[config.mk]
export PLATFORM = sky130hd
export DESIGN_NAME = hazard_fwd_ctrl
export DESIGN_NICKNAME = d
export VERILOG_FILES = /design/src/rtl/hazard_fwd_ctrl_pkg.sv /design/src/rtl/hazard_fwd_ctrl_md_busy_cnt.sv /design/src/rtl/hazard_fwd_ctrl.sv
export SDC_FILE = /design/constraint.sdc
export NUM_CORES = 1
export LEC_CHECK = 0
export CAP_MARGIN = 40
export CORE_UTILIZATION = 64
export CTS_BUF_LIST = sky130_fd_sc_hd__clkbuf_4 sky130_fd_sc_hd__clkbuf_8 sky130_fd_sc_hd__clkbuf_16
export CTS_CLUSTER_SIZE = 20
export DETAILED_ROUTE_END_ITERATION = 10
export DONT_BUFFER_PORTS = 1
export GPL_TIMING_DRIVEN = 0
export PLACE_DENSITY = 0.86
export SLEW_MARGIN = 20
export SYNTH_ARGS = -nofsm -noshare
export SYNTH_HDL_FRONTEND = slang
export SYNTH_HIERARCHICAL = 1
export SYNTH_SLANG_ARGS = --single-unit
[constraint.sdc]
create_clock -name clk -period 2.5 [get_ports clk]
set_input_delay 0.375 -clock clk [delete_from_list [all_inputs] [get_ports clk]]
set_output_delay 0.375 -clock clk [all_outputs]
set_load 0.02 [all_outputs]
[src/rtl/hazard_fwd_ctrl_pkg.sv]
// Shared pipeline encodings for result kinds, forwarding selects and Tuse,
// plus the compare helpers used by the hazard/forwarding controller.
package hazard_fwd_ctrl_pkg;

  typedef enum logic [1:0] {
    RES_ALU = 2'd0,
    RES_DM  = 2'd1,
    RES_PC  = 2'd2
  } res_e;

  localparam logic [1:0] TUSE_NEVER = 2'd3;

  // D and E stage forwarding selects share one numeric encoding.
  localparam logic [3:0] FWD_NONE  = 4'd0;
  localparam logic [3:0] FWD_M_ALU = 4'd1;
  localparam logic [3:0] FWD_M_PC  = 4'd2;
  localparam logic [3:0] FWD_W_ALU = 4'd3;
  localparam logic [3:0] FWD_W_DM  = 4'd4;
  localparam logic [3:0] FWD_W_PC  = 4'd5;

  localparam logic [3:0] M_D_ALU = FWD_M_ALU;
  localparam logic [3:0] M_D_PC  = FWD_M_PC;
  localparam logic [3:0] W_D_ALU = FWD_W_ALU;
  localparam logic [3:0] W_D_DM  = FWD_W_DM;
  localparam logic [3:0] W_D_PC  = FWD_W_PC;

  localparam logic [3:0] M_E_ALU = FWD_M_ALU;
  localparam logic [3:0] M_E_PC  = FWD_M_PC;
  localparam logic [3:0] W_E_ALU = FWD_W_ALU;
  localparam logic [3:0] W_E_DM  = FWD_W_DM;
  localparam logic [3:0] W_E_PC  = FWD_W_PC;

  localparam logic [3:0] W_M_ALU = 4'd1;
  localparam logic [3:0] W_M_DM  = 4'd2;
  localparam logic [3:0] W_M_PC  = 4'd3;

  // Select for a D- or E-stage source: M has priority over W, and M is only
  // usable once its result is ready (tnew == 0). Register 0 never matches.
  function automatic logic [3:0] fwd_sel_de(
    input logic [4:0] src,
    input logic [4:0] a3_m,
    input logic [1:0] tnew_m,
    input logic [1:0] res_m,
    input logic [4:0] a3_w,
    input logic [1:0] res_w
  );
    logic [3:0] sel;
    sel = FWD_NONE;
    if (src != 5'd0 && src == a3_m && tnew_m == 2'd0 &&
        (res_m == RES_ALU || res_m == RES_PC)) begin
      sel = (res_m == RES_PC) ? FWD_M_PC : FWD_M_ALU;
    end else if (src != 5'd0 && src == a3_w) begin
      case (res_w)
        RES_ALU: sel = FWD_W_ALU;
        RES_DM:  sel = FWD_W_DM;
        RES_PC:  sel = FWD_W_PC;
        default: sel = FWD_NONE;
      endcase
    end
    return sel;
  endfunction

  // Store-data select in M: only W can supply it.
  function automatic logic [3:0] fwd_sel_m(
    input logic [4:0] rt_m,
    input logic [4:0] a3_w,
    input logic [1:0] res_w
  );
    logic [3:0] sel;
    sel = FWD_NONE;
    if (rt_m != 5'd0 && rt_m == a3_w) begin
      case (res_w)
        RES_ALU: sel = W_M_ALU;
        RES_DM:  sel = W_M_DM;
        RES_PC:  sel = W_M_PC;
        default: sel = FWD_NONE;
      endcase
    end
    return sel;
  endfunction

  // A source hazards against a producer when it is needed before it is ready.
  function automatic logic data_hazard(
    input logic [4:0] src,
    input logic [1:0] tuse,
    input logic [4:0] a3,
    input logic [1:0] tnew
  );
    return (src != 5'd0) && (src == a3) && (tuse < tnew);
  endfunction

endpackage

[src/rtl/hazard_fwd_ctrl_md_busy_cnt.sv]
// Multiply/divide busy counter: loaded on a start in E, counts down to zero,
// and reports the HI/LO unit busy while non-zero.
module md_busy_cnt
  import hazard_fwd_ctrl_pkg::*;
#(
  parameter int MULT_CYC = 5,
  parameter int DIV_CYC  = 10
) (
  input  logic clk,
  input  logic rst_n,
  input  logic md_start_i,
  input  logic md_div_i,
  output logic md_busy_o
);

  localparam logic [3:0] CNT_MULT = 4'(MULT_CYC);
  localparam logic [3:0] CNT_DIV  = 4'(DIV_CYC);

  logic [3:0] cnt_q;
  logic [3:0] cnt_d;

  // NOTE: every signal written in always_comb gets a default first so that no
  // path leaves it unassigned and a latch is never inferred.
  always_comb begin
    cnt_d = cnt_q;
    if (md_start_i) begin
      cnt_d = md_div_i ? CNT_DIV : CNT_MULT;
    end else if (cnt_q != 4'd0) begin
      cnt_d = cnt_q - 4'd1;
    end
  end

  // NOTE: state registers use non-blocking assignments so all flops sample
  // their inputs from the same edge regardless of statement order.
  always_ff @(posedge clk or negedge rst_n) begin
    if (!rst_n) begin
      cnt_q <= 4'd0;
    end else begin
      cnt_q <= cnt_d;
    end
  end

  assign md_busy_o = (cnt_q != 4'd0);

endmodule

[src/rtl/hazard_fwd_ctrl.sv]
// Central hazard controller for the 5-stage pipeline: Tuse/Tnew stall
// detection, forwarding mux selects and the mult/div busy tracker.
module hazard_fwd_ctrl
  import hazard_fwd_ctrl_pkg::*;
#(
  parameter int MULT_CYC = 5,
  parameter int DIV_CYC  = 10
) (
  input  logic       clk,
  input  logic       rst_n,
  input  logic [4:0] rs_D,
  input  logic [4:0] rt_D,
  input  logic [1:0] tuse_rs_D,
  input  logic [1:0] tuse_rt_D,
  input  logic       md_D,
  input  logic [4:0] rs_E,
  input  logic [4:0] rt_E,
  input  logic [4:0] a3_E,
  input  logic [1:0] tnew_E,
  input  logic [1:0] res_E,
  input  logic       md_start_E,
  input  logic       md_div_E,
  input  logic [4:0] rt_M,
  input  logic [4:0] a3_M,
  input  logic [1:0] tnew_M,
  input  logic [1:0] res_M,
  input  logic [4:0] a3_W,
  input  logic [1:0] res_W,
  output logic [3:0] mfcmp1_sel,
  output logic [3:0] mfcmp2_sel,
  output logic [3:0] mfalua_sel,
  output logic [3:0] mfalub_sel,
  output logic [3:0] mfdm_sel,
  output logic       en_pc,
  output logic       en_fd,
  output logic       clr_de,
  output logic       md_busy
);

  logic stall_rs;
  logic stall_rt;
  logic stall_data;
  logic stall_md;
  logic stall;

  // res_E is not needed: nothing forwards out of E, and Tnew already
  // captures when its result becomes available.
  logic unused_res_e;
  assign unused_res_e = ^res_E;

  md_busy_cnt #(
    .MULT_CYC (MULT_CYC),
    .DIV_CYC  (DIV_CYC)
  ) u_md_busy_cnt (
    .clk        (clk),
    .rst_n      (rst_n),
    .md_start_i (md_start_E),
    .md_div_i   (md_div_E),
    .md_busy_o  (md_busy)
  );

  assign mfcmp1_sel = fwd_sel_de(rs_D, a3_M, tnew_M, res_M, a3_W, res_W);
  assign mfcmp2_sel = fwd_sel_de(rt_D, a3_M, tnew_M, res_M, a3_W, res_W);
  assign mfalua_sel = fwd_sel_de(rs_E, a3_M, tnew_M, res_M, a3_W, res_W);
  assign mfalub_sel = fwd_sel_de(rt_E, a3_M, tnew_M, res_M, a3_W, res_W);
  assign mfdm_sel   = fwd_sel_m(rt_M, a3_W, res_W);

  always_comb begin
    stall_rs   = data_hazard(rs_D, tuse_rs_D, a3_E, tnew_E) ||
                 data_hazard(rs_D, tuse_rs_D, a3_M, tnew_M);
    stall_rt   = data_hazard(rt_D, tuse_rt_D, a3_E, tnew_E) ||
                 data_hazard(rt_D, tuse_rt_D, a3_M, tnew_M);
    stall_data = stall_rs || stall_rt;
    // A start in E counts as busy already, before the counter loads.
    stall_md   = md_D && (md_busy || md_start_E);
    stall      = stall_data || stall_md;
  end

  assign en_pc  = ~stall;
  assign en_fd  = ~stall;
  assign clr_de = stall;

endmodule

==> results of run 1 <==
-- timing repair --
item / 4_1_cts / 5_1_grt
resized for setup: 3 / 2
pin swaps: 0 / 1
hold endpoints to repair: 4 / 0
hold buffers: 1 / 0
buffers inserted: 1 / 1
setup endpoints to repair: 2 / 1
-- critical path: stages, from the launching register on --
cell	delay (ns)
sky130_fd_sc_hd__dfrtp_1	0.38
sky130_fd_sc_hd__inv_1	0.10
sky130_fd_sc_hd__ha_1	0.18
sky130_fd_sc_hd__nor3b_4	0.22
sky130_fd_sc_hd__inv_2	0.10
sky130_fd_sc_hd__o21a_1	0.20
sky130_fd_sc_hd__a41oi_2	0.17
sky130_fd_sc_hd__and4_4	0.29
sky130_fd_sc_hd__buf_4	0.15
-- Yosys cell counts (2+ instances only) --
cell type                   n
sky130_fd_sc_hd__o21a_1     3
sky130_fd_sc_hd__nor2_1    11
sky130_fd_sc_hd__inv_1      9
sky130_fd_sc_hd__a21oi_1    3
sky130_fd_sc_hd__buf_4      7
sky130_fd_sc_hd__o32ai_1    4
sky130_fd_sc_hd__dfrtp_1    4
sky130_fd_sc_hd__nor4_1     4
sky130_fd_sc_hd__nand3b_1   2
sky130_fd_sc_hd__nor3_1    14
sky130_fd_sc_hd__nor3b_1    3
sky130_fd_sc_hd__ha_1       8
sky130_fd_sc_hd__and2_1     2
sky130_fd_sc_hd__a211oi_1   2
sky130_fd_sc_hd__and4_1     3
sky130_fd_sc_hd__mux2i_1    5
sky130_fd_sc_hd__clkbuf_1   4
sky130_fd_sc_hd__nand3_1    4
sky130_fd_sc_hd__nand4_1    9
sky130_fd_sc_hd__nand2b_1   4
sky130_fd_sc_hd__xnor2_1   14
sky130_fd_sc_hd__xor2_1    42
sky130_fd_sc_hd__o21ai_0    2
sky130_fd_sc_hd__nand2_1    4
-- final cells by class --
cell class	count	area (sq um)	share of cell area (%)
multi-input combinational	157	1177	80.36
buffer	12	72.57	4.953
clock buffer	3	22.52	1.537
tap	27	33.78	2.306
sequential	4	100.1	6.832
inverter	9	33.78	2.306
timing repair buffer	3	25.02	1.708
-- worst paths after layout --
kind                                         from                endpoint  slack, ns  cells after the start
setup / recovery           u_md_busy_cnt/cnt_q[1]                   en_pc       0.11                      8
hold / removal                         md_start_E  u_md_busy_cnt/cnt_q[0]       0.25                      1
setup reg to reg           u_md_busy_cnt/cnt_q[1]  u_md_busy_cnt/cnt_q[1]       1.01                      7
hold reg to reg            u_md_busy_cnt/cnt_q[3]  u_md_busy_cnt/cnt_q[3]       0.69                      2
max in group asynchronous                   rst_n  u_md_busy_cnt/cnt_q[0]       1.91                      1
min in group asynchronous                   rst_n  u_md_busy_cnt/cnt_q[2]       0.42                      1
-- cells in the final DEF (no fill, tap or decap), types with 5 or more instances in the layout --
master,Yosys,layout
sky130_fd_sc_hd__ha_1,8,8
sky130_fd_sc_hd__nor2_1,11,11
sky130_fd_sc_hd__conb_1,1,6
sky130_fd_sc_hd__inv_1,9,7
sky130_fd_sc_hd__mux2i_1,5,5
sky130_fd_sc_hd__buf_4,7,9
sky130_fd_sc_hd__xnor2_1,14,14
sky130_fd_sc_hd__nor3_1,14,14
sky130_fd_sc_hd__xor2_1,42,42
sky130_fd_sc_hd__nand4_1,9,9
-- power groups by stage --
| stage | combinational (uW) | clock (uW) | sequential (uW) |
|---|---|---|---|
| floorplan | 191 | 0 | 85.3 |
| global placement | 211 | 0 | 86.9 |
| detailed placement | 224 | 0 | 87.1 |
| CTS | 231 | 78.8 | 86.3 |
| global route | 259 | 85.6 | 88.2 |
| finish | 236 | 76.9 | 86.8 |
-- cell families (layout without fill, tap and decap cells) --
family          Yosys count  count (layout)
flops                     4               4
fa+ha+maj                 8               8
compound gates           17              17
xor+xnor                 56              56
buf+inv                  21              27
simple gates             64              64
other cells               1               6
mux                       6               6
-- per-layer routing --
metal	wire, um	share of wire [%]	up-vias	track usage (%)
met4	33	0.96	0	11.11
li1	-	-	629	-
met1	1240	36	612	27.59
met5	0	0	-	0
met3	295	8.6	4	7.170
met2	1858	54	80	59.73
-- metrics by stage --
| stage | hold WS (ns) | setup WS, ns | power, uW |
|---|---|---|---|
| 4_1_cts | 0.2520 | 0.06885 | 395.7 |
| 5_1_grt | 0.2397 | -0.003837 | 433.2 |
| 2_1_floorplan | 0.07941 | 0.2168 | 276.1 |
| 3_5_place_dp | 0.07951 | 0.05192 | 310.8 |
| 6_report | 0.2504 | 0.1076 | 399.6 |
| 3_3_place_gp | 0.07948 | 0.1019 | 297.5 |
==> results.json, run 1 <==
{
  "postLayoutCellArea_sq_mm": 0.001465,
  "chipWidth_um": 48.02,
  "global_placer_s_final_weighted_congestion": 0.7845,
  "cts_sinks": 4,
  "run_status": "complete, no violations",
  "floorplan_die_height_um": 48.02,
  "grt.overflow.total": 0,
  "registers.top_by_ff_count": "u_md_busy_cnt/cnt_q",
  "max_freq_ghz": 0.4180,
  "timing.final.crit_period_ns": 2.392,
  "route.final.wire_length_um": 3428,
  "route.vias.total": 1325,
  "grt_use_total_pct": 29.43,
  "numPlacedInstances": 209,
  "layout_top_registers": "u_md_busy_cnt/cnt_q: 4 flops",
  "detail_route.iter0.violations": 25,
  "detail-route-antenna-nets": 0,
  "netlist_area_sq_mm": 0.001355,
  "seqPwrFrac_pct": 21.7,
  "ys_types": 34,
  "nFillCells": 172,
  "total_switching_power_uw": 159.5,
  "share_comb_of_total_power_pct": 59.0,
  "critPathCaptureType": "output port",
  "worstPathArrival_ns": 2.02,
  "dominantRegCellSynth": "sky130_fd_sc_hd__dfrtp_1",
  "max_slew_margin_pct": 47.66,
  "post_synth_fa_ha_maj_area_fraction_pct": 7.387,
  "clock_latency_on_the_worst_skew_pair_ns": 0.23,
  "drc": 0,
  "power.density_cell_area_mw_per_mm2": 272.7,
  "synth_warnings": 6,
  "skew_ns": 0.002744,
  "cp_max_fo": 3,
  "critical_path_class": "reg -> out",
  "synth_top_cell_by_area": "sky130_fd_sc_hd__xor2_1",
  "synth_mux_area_share_pct": 4.524,
  "synth_async_sr_flop_share_pct": 100.0,
  "post_synth_and_or_nand_nor_area_fraction_pct": 27.61,
  "timing_max_transition_violations_final": 0,
  "drv_cap": 0,
  "finalSetupViolations": 0,
  "vias_per_cell": 6.163,
  "numPortBuffers": 0,
  "synth.area.top_cells": "sky130_fd_sc_hd__xor2_1 (27%), sky130_fd_sc_hd__xnor2_1 (9.0%), sky130_fd_sc_hd__dfrtp_1 (7.4%)",
  "area_growth_from_synthesis_to_layout_pct": 8.126,
  "number_of_global_route_vias_before_repair": 1285,
  "design.core.area_sq_mm": 0.001982,
  "grt_first_pass_wirelength_um": 4899,
  "clock_power_share_pct": 19.3,
  "initial_core_util_pct": 68.37,
  "layout_worst_path_cycle_share_pct": 95.70,
  "hpwlAfterDp_um": 2978,
  "finish.net_count": 257,
  "min_path_type": "in -> reg",
  "power_report.internal_total_uw": 240.0,
  "largest_net_degree_at_the_start_of_global_routing": 7,
  "drtPass1Iterations": 4,
  "timing.final.hold_violations": 0,
  "setup_tns_ns": 0,
  "tritoncts": "done",
  "clk_root_buffer_cell": "sky130_fd_sc_hd__clkbuf_4",
  "compound_cell_area_share_of_the_yosys_netlist_pct": 8.772,
  "worst_setup_hold_path_clk_slew_ns": 0.04,
  "combinational_family_with_the_most_area_after_synthesis": "XOR/XNOR gates",
  "synthDominantCellAreaShare_pct": 27.15,
  "boundaryPins": 83,
  "grt_antenna_before_repair": 0,
  "syn-instance-count": 177,
  "wl_per_cell_um": 15.94,
  "finalCoreUtilization_pct": 73.93,
  "max_slew.worst_pin.slew_ns": 0.7827,
  "crit_path_start_kind": "flip-flop",
  "ys_seq_area_share_pct": 7.387,
  "synth-edff-count": 0,
  "mean_area_per_synthesized_cell_sq_um": 7.656,
  "yosys.area_share.xor_xnor_pct": 36.20,
  "stdcell_count": 215,
  "floorplan.die_area_sq_mm": 0.002305,
  "peakVddDrop_uv": 191.4,
  "floorplan.rows": 16,
  "power.static_leakage_uw": 0.0006170,
  "insertedDiodeCount": 0,
  "switching_share_pct": 39.93,
  "numCtsBuffers": 3,
  "htreeDepth": 1,
  "longest_clk_path_bufs": 2,
  "detailed_place.area_sq_mm": 0.001408,
  "critical_path_required_ns": 2.12,
  "largest_register_ff_count": 4,
  "layout-drive-gt1-share_pct": 10.64,
  "synth-seq-cells": 4
}
Note: power is estimated with default switching activity, not from simulation.
==> inputs of run 2 (changes only) <==
BUFFER_PORTS_ARGS = -buffer_cell sky130_fd_sc_hd__buf_2   (was default)
CORE_UTILIZATION = 44   (was 64)
DONT_BUFFER_PORTS = default   (was 1)
PLACE_DENSITY = 0.88   (was 0.86)
SYNTH_HIERARCHICAL = default   (was 1)
==> results.json, run 2 <==
{
  "failing_checks": "design-rule violations",
  "critical_path_required_ns": 2.12,
  "setup_tns_ns": 0,
  "critical_path_slowest_stage_cell": "sky130_fd_sc_hd__dfrtp_1",
  "crit_path_start_kind": "flip-flop",
  "floorplan.die_area_sq_mm": 0.003303,
  "power.density_cell_area_mw_per_mm2": 273.3,
  "route.vias.total": 1517,
  "detailedPlace.worstSlack_ns": 0.1524,
  "detail-route-antenna-nets": 0,
  "vias_per_cell": 5.125,
  "synth_warnings": 0,
  "boundaryPins": 83,
  "layout_worst_path_cycle_share_pct": 95.61,
  "critical_path_class": "reg -> out",
  "chipWidth_um": 57.47,
  "dominantRegCellSynth": "sky130_fd_sc_hd__dfrtp_1",
  "insertedDiodeCount": 0,
  "unrepaired_setup_endpoints_after_global_routing": "false",
  "layout_top_registers": "u_md_busy_cnt.cnt_q: 4 flops",
  "top_library_cells_by_usage_in_the_layout_fill_and_taps_aside": "sky130_fd_sc_hd__buf_2 (68), sky130_fd_sc_hd__xor2_1 (43), sky130_fd_sc_hd__buf_4 (16), sky130_fd_sc_hd__nor3_1 (14), sky130_fd_sc_hd__xnor2_1 (13)",
  "worst_setup_slack_after_layout_ns": 0.1098,
  "grt.overflow.total": 0,
  "drv_cap": 0,
  "layout-drive-gt1-share_pct": 35.47,
  "wl_per_cell_um": 13.17,
  "clock_power_share_pct": 14.9,
  "seqPwrFrac_pct": 16.8,
  "longest_clk_path_bufs": 2,
  "min_path_type": "in -> reg",
  "floorplan_die_height_um": 57.47,
  "numCtsBuffers": 3,
  "drc": 4,
  "largest_register_ff_count": 4,
  "timing_max_transition_violations_final": 0,
  "switching_share_pct": 41.46,
  "numPlacedInstances": 284,
  "max_freq_ghz": 0.4184,
  "tritoncts": "done",
  "design.core.area_sq_mm": 0.002829,
  "clk_root_buffer_cell": "sky130_fd_sc_hd__clkbuf_4",
  "synthDominantCellAreaShare_pct": 27.82,
  "finalSetupViolations": 0,
  "netlist_area_sq_mm": 0.001354,
  "ys_seq_area_share_pct": 7.394,
  "total_switching_power_uw": 211.5,
  "syn-instance-count": 179,
  "run_status": "finished with violations",
  "hpwlAfterDp_um": 3234,
  "number_of_global_route_vias_before_repair": 1435,
  "critPathCaptureType": "output port",
  "timing.final.crit_period_ns": 2.390,
  "synth-edff-count": 0,
  "registers.top_by_ff_count": "u_md_busy_cnt.cnt_q",
  "grt_antenna_before_repair": 0,
  "area_growth_from_synthesis_to_layout_pct": 37.89,
  "floorplan.rows": 19,
  "power.static_leakage_uw": 0.0009442,
  "drtPass1Iterations": 7,
  "largest_net_degree_at_the_start_of_global_routing": 7,
  "cp_cell_sequence": "inv_2 > ha_4 > or3b_4 > o21a_1 > a41oi_2 > and4_1 > buf_4 > buf_6",
  "share_comb_of_total_power_pct": 68.3,
  "worstPathArrival_ns": 2.02,
  "finalCoreUtilization_pct": 65.99,
  "critical-path-max-stage-delay_ns": 0.38,
  "synth_most_common_cell": "sky130_fd_sc_hd__xor2_1",
  "post-layout-total-power_uw": 510.2,
  "cp_max_fo": 2,
  "worst_setup_hold_path_clk_slew_ns": 0.04,
  "synth.area.top_cells": "sky130_fd_sc_hd__xor2_1 (28%), sky130_fd_sc_hd__xnor2_1 (8.4%), sky130_fd_sc_hd__dfrtp_1 (7.4%)",
  "most_common_cell_after_layout_fill_and_taps_aside": "sky130_fd_sc_hd__buf_2",
  "timing.final.hold_violations": 0,
  "route.final.wire_length_um": 3898,
  "mean_area_per_synthesized_cell_sq_um": 7.563,
  "nFillCells": 248,
  "cts_sinks": 4,
  "initial_core_util_pct": 47.85,
  "global_placer_s_final_weighted_congestion": 0.8877,
  "grt_first_pass_wirelength_um": 6216,
  "synth_top_cell_by_area": "sky130_fd_sc_hd__xor2_1",
  "grt_use_total_pct": 23.57,
  "peakVddDrop_uv": 156.0,
  "detail_route.iter0.violations": 57,
  "skew_ns": 0.001455,
  "list_of_most_frequent_post_synthesis_cells": "sky130_fd_sc_hd__xor2_1 (43), sky130_fd_sc_hd__nor3_1 (14), sky130_fd_sc_hd__xnor2_1 (13), sky130_fd_sc_hd__nor2_1 (11), sky130_fd_sc_hd__nand4_1 (9)",
  "stdcell_count": 296,
  "numPortBuffers": 69,
  "power_report.internal_total_uw": 298.7,
  "clock_latency_on_the_worst_skew_pair_ns": 0.23,
  "ys_types": 31,
  "htreeDepth": 1,
  "synth_async_sr_flop_share_pct": 100.0,
  "synth-seq-cells": 4,
  "finish.net_count": 334
}
[run 2: cell families after synthesis]
logic type      Yosys count  share of synthesized area, %
fa+ha+maj                 8                         7.394
buf+inv                  21                         8.318
mux                       4                         2.958
other cells               1                        0.2770
xor+xnor                 56                         36.23
simple gates             66                         27.36
compound gates           19                         10.07
flops                     4                         7.394
[run 2: layout make-up]
| class | instances | area, sq um | area share (%) |
|---|---|---|---|
| Buffer | 12 | 71.32 | 3.820 |
| Clock buffer | 3 | 22.52 | 1.206 |
| Inverter | 8 | 30.03 | 1.609 |
| Multi-Input combinational cell | 159 | 1175 | 62.94 |
| Sequential cell | 4 | 100.1 | 5.362 |
| Tap cell | 31 | 38.79 | 2.078 |
| Timing Repair Buffer | 79 | 429.2 | 22.99 |
[run 2: metal layers]
layer	share of wire (%)	GRT usage [%]	vias up	wire length (um)
li1	-	-	787	-
met5	0	0	-	0
met1	43	28.85	682	1670
met3	4.2	1.587	2	162
met2	53	45.35	46	2050
met4	0.36	3.484	0	14
[run 2: worst max-delay path, delay by kind of cell (launching register included)]
kind / cells / cell delay (ns)
fa+ha+maj: 1 / 0.13
flops: 1 / 0.38
buf+inv: 3 / 0.30
compound gates: 2 / 0.37
simple gates: 2 / 0.60
[run 2: timing repair]
item,in CTS,in global routing
cloned,0,0
hold endpoints to repair,4,0
hold buffers,1,0
resized for setup,5,2
pin swaps,1,3
setup endpoints to repair,2,2
setup buffers,4,5
[run 2: worst paths after layout]
path / from / end / slack, ns / depth (start not counted)
worst max-delay path: u_md_busy_cnt.cnt_q[1] / en_pc / 0.11 / 8
worst min-delay path: md_start_E / u_md_busy_cnt.cnt_q[2] / 0.43 / 2
worst max register to register: u_md_busy_cnt.cnt_q[1] / u_md_busy_cnt.cnt_q[3] / 0.91 / 5
worst min register to register: u_md_busy_cnt.cnt_q[2] / u_md_busy_cnt.cnt_q[2] / 0.65 / 3
max in group asynchronous: rst_n / u_md_busy_cnt.cnt_q[3] / 1.88 / 2
min in group asynchronous: rst_n / u_md_busy_cnt.cnt_q[1] / 0.50 / 2
[run 2: power groups by stage]
stage	logic (uW)	clock network, uW	registers, uW
final	349	75.9	85.8
after floorplan	191	0	83.5
after detailed placement	299	0	85.1
after global placement	292	0	84.9
after global routing	382	81.0	86.1
after CTS	319	77.9	83.8
[run 2: metrics by stage]
| stage | hold slack, ns | area [sq um] |
|---|---|---|
| after floorplan | 0.07941 | 1373 |
| after global placement | 0.1804 | 1757 |
| after detailed placement | 0.1811 | 1757 |
| after CTS | 0.4231 | 1828 |
| after global routing | 0.4398 | 1867 |
| final | 0.4258 | 1867 |
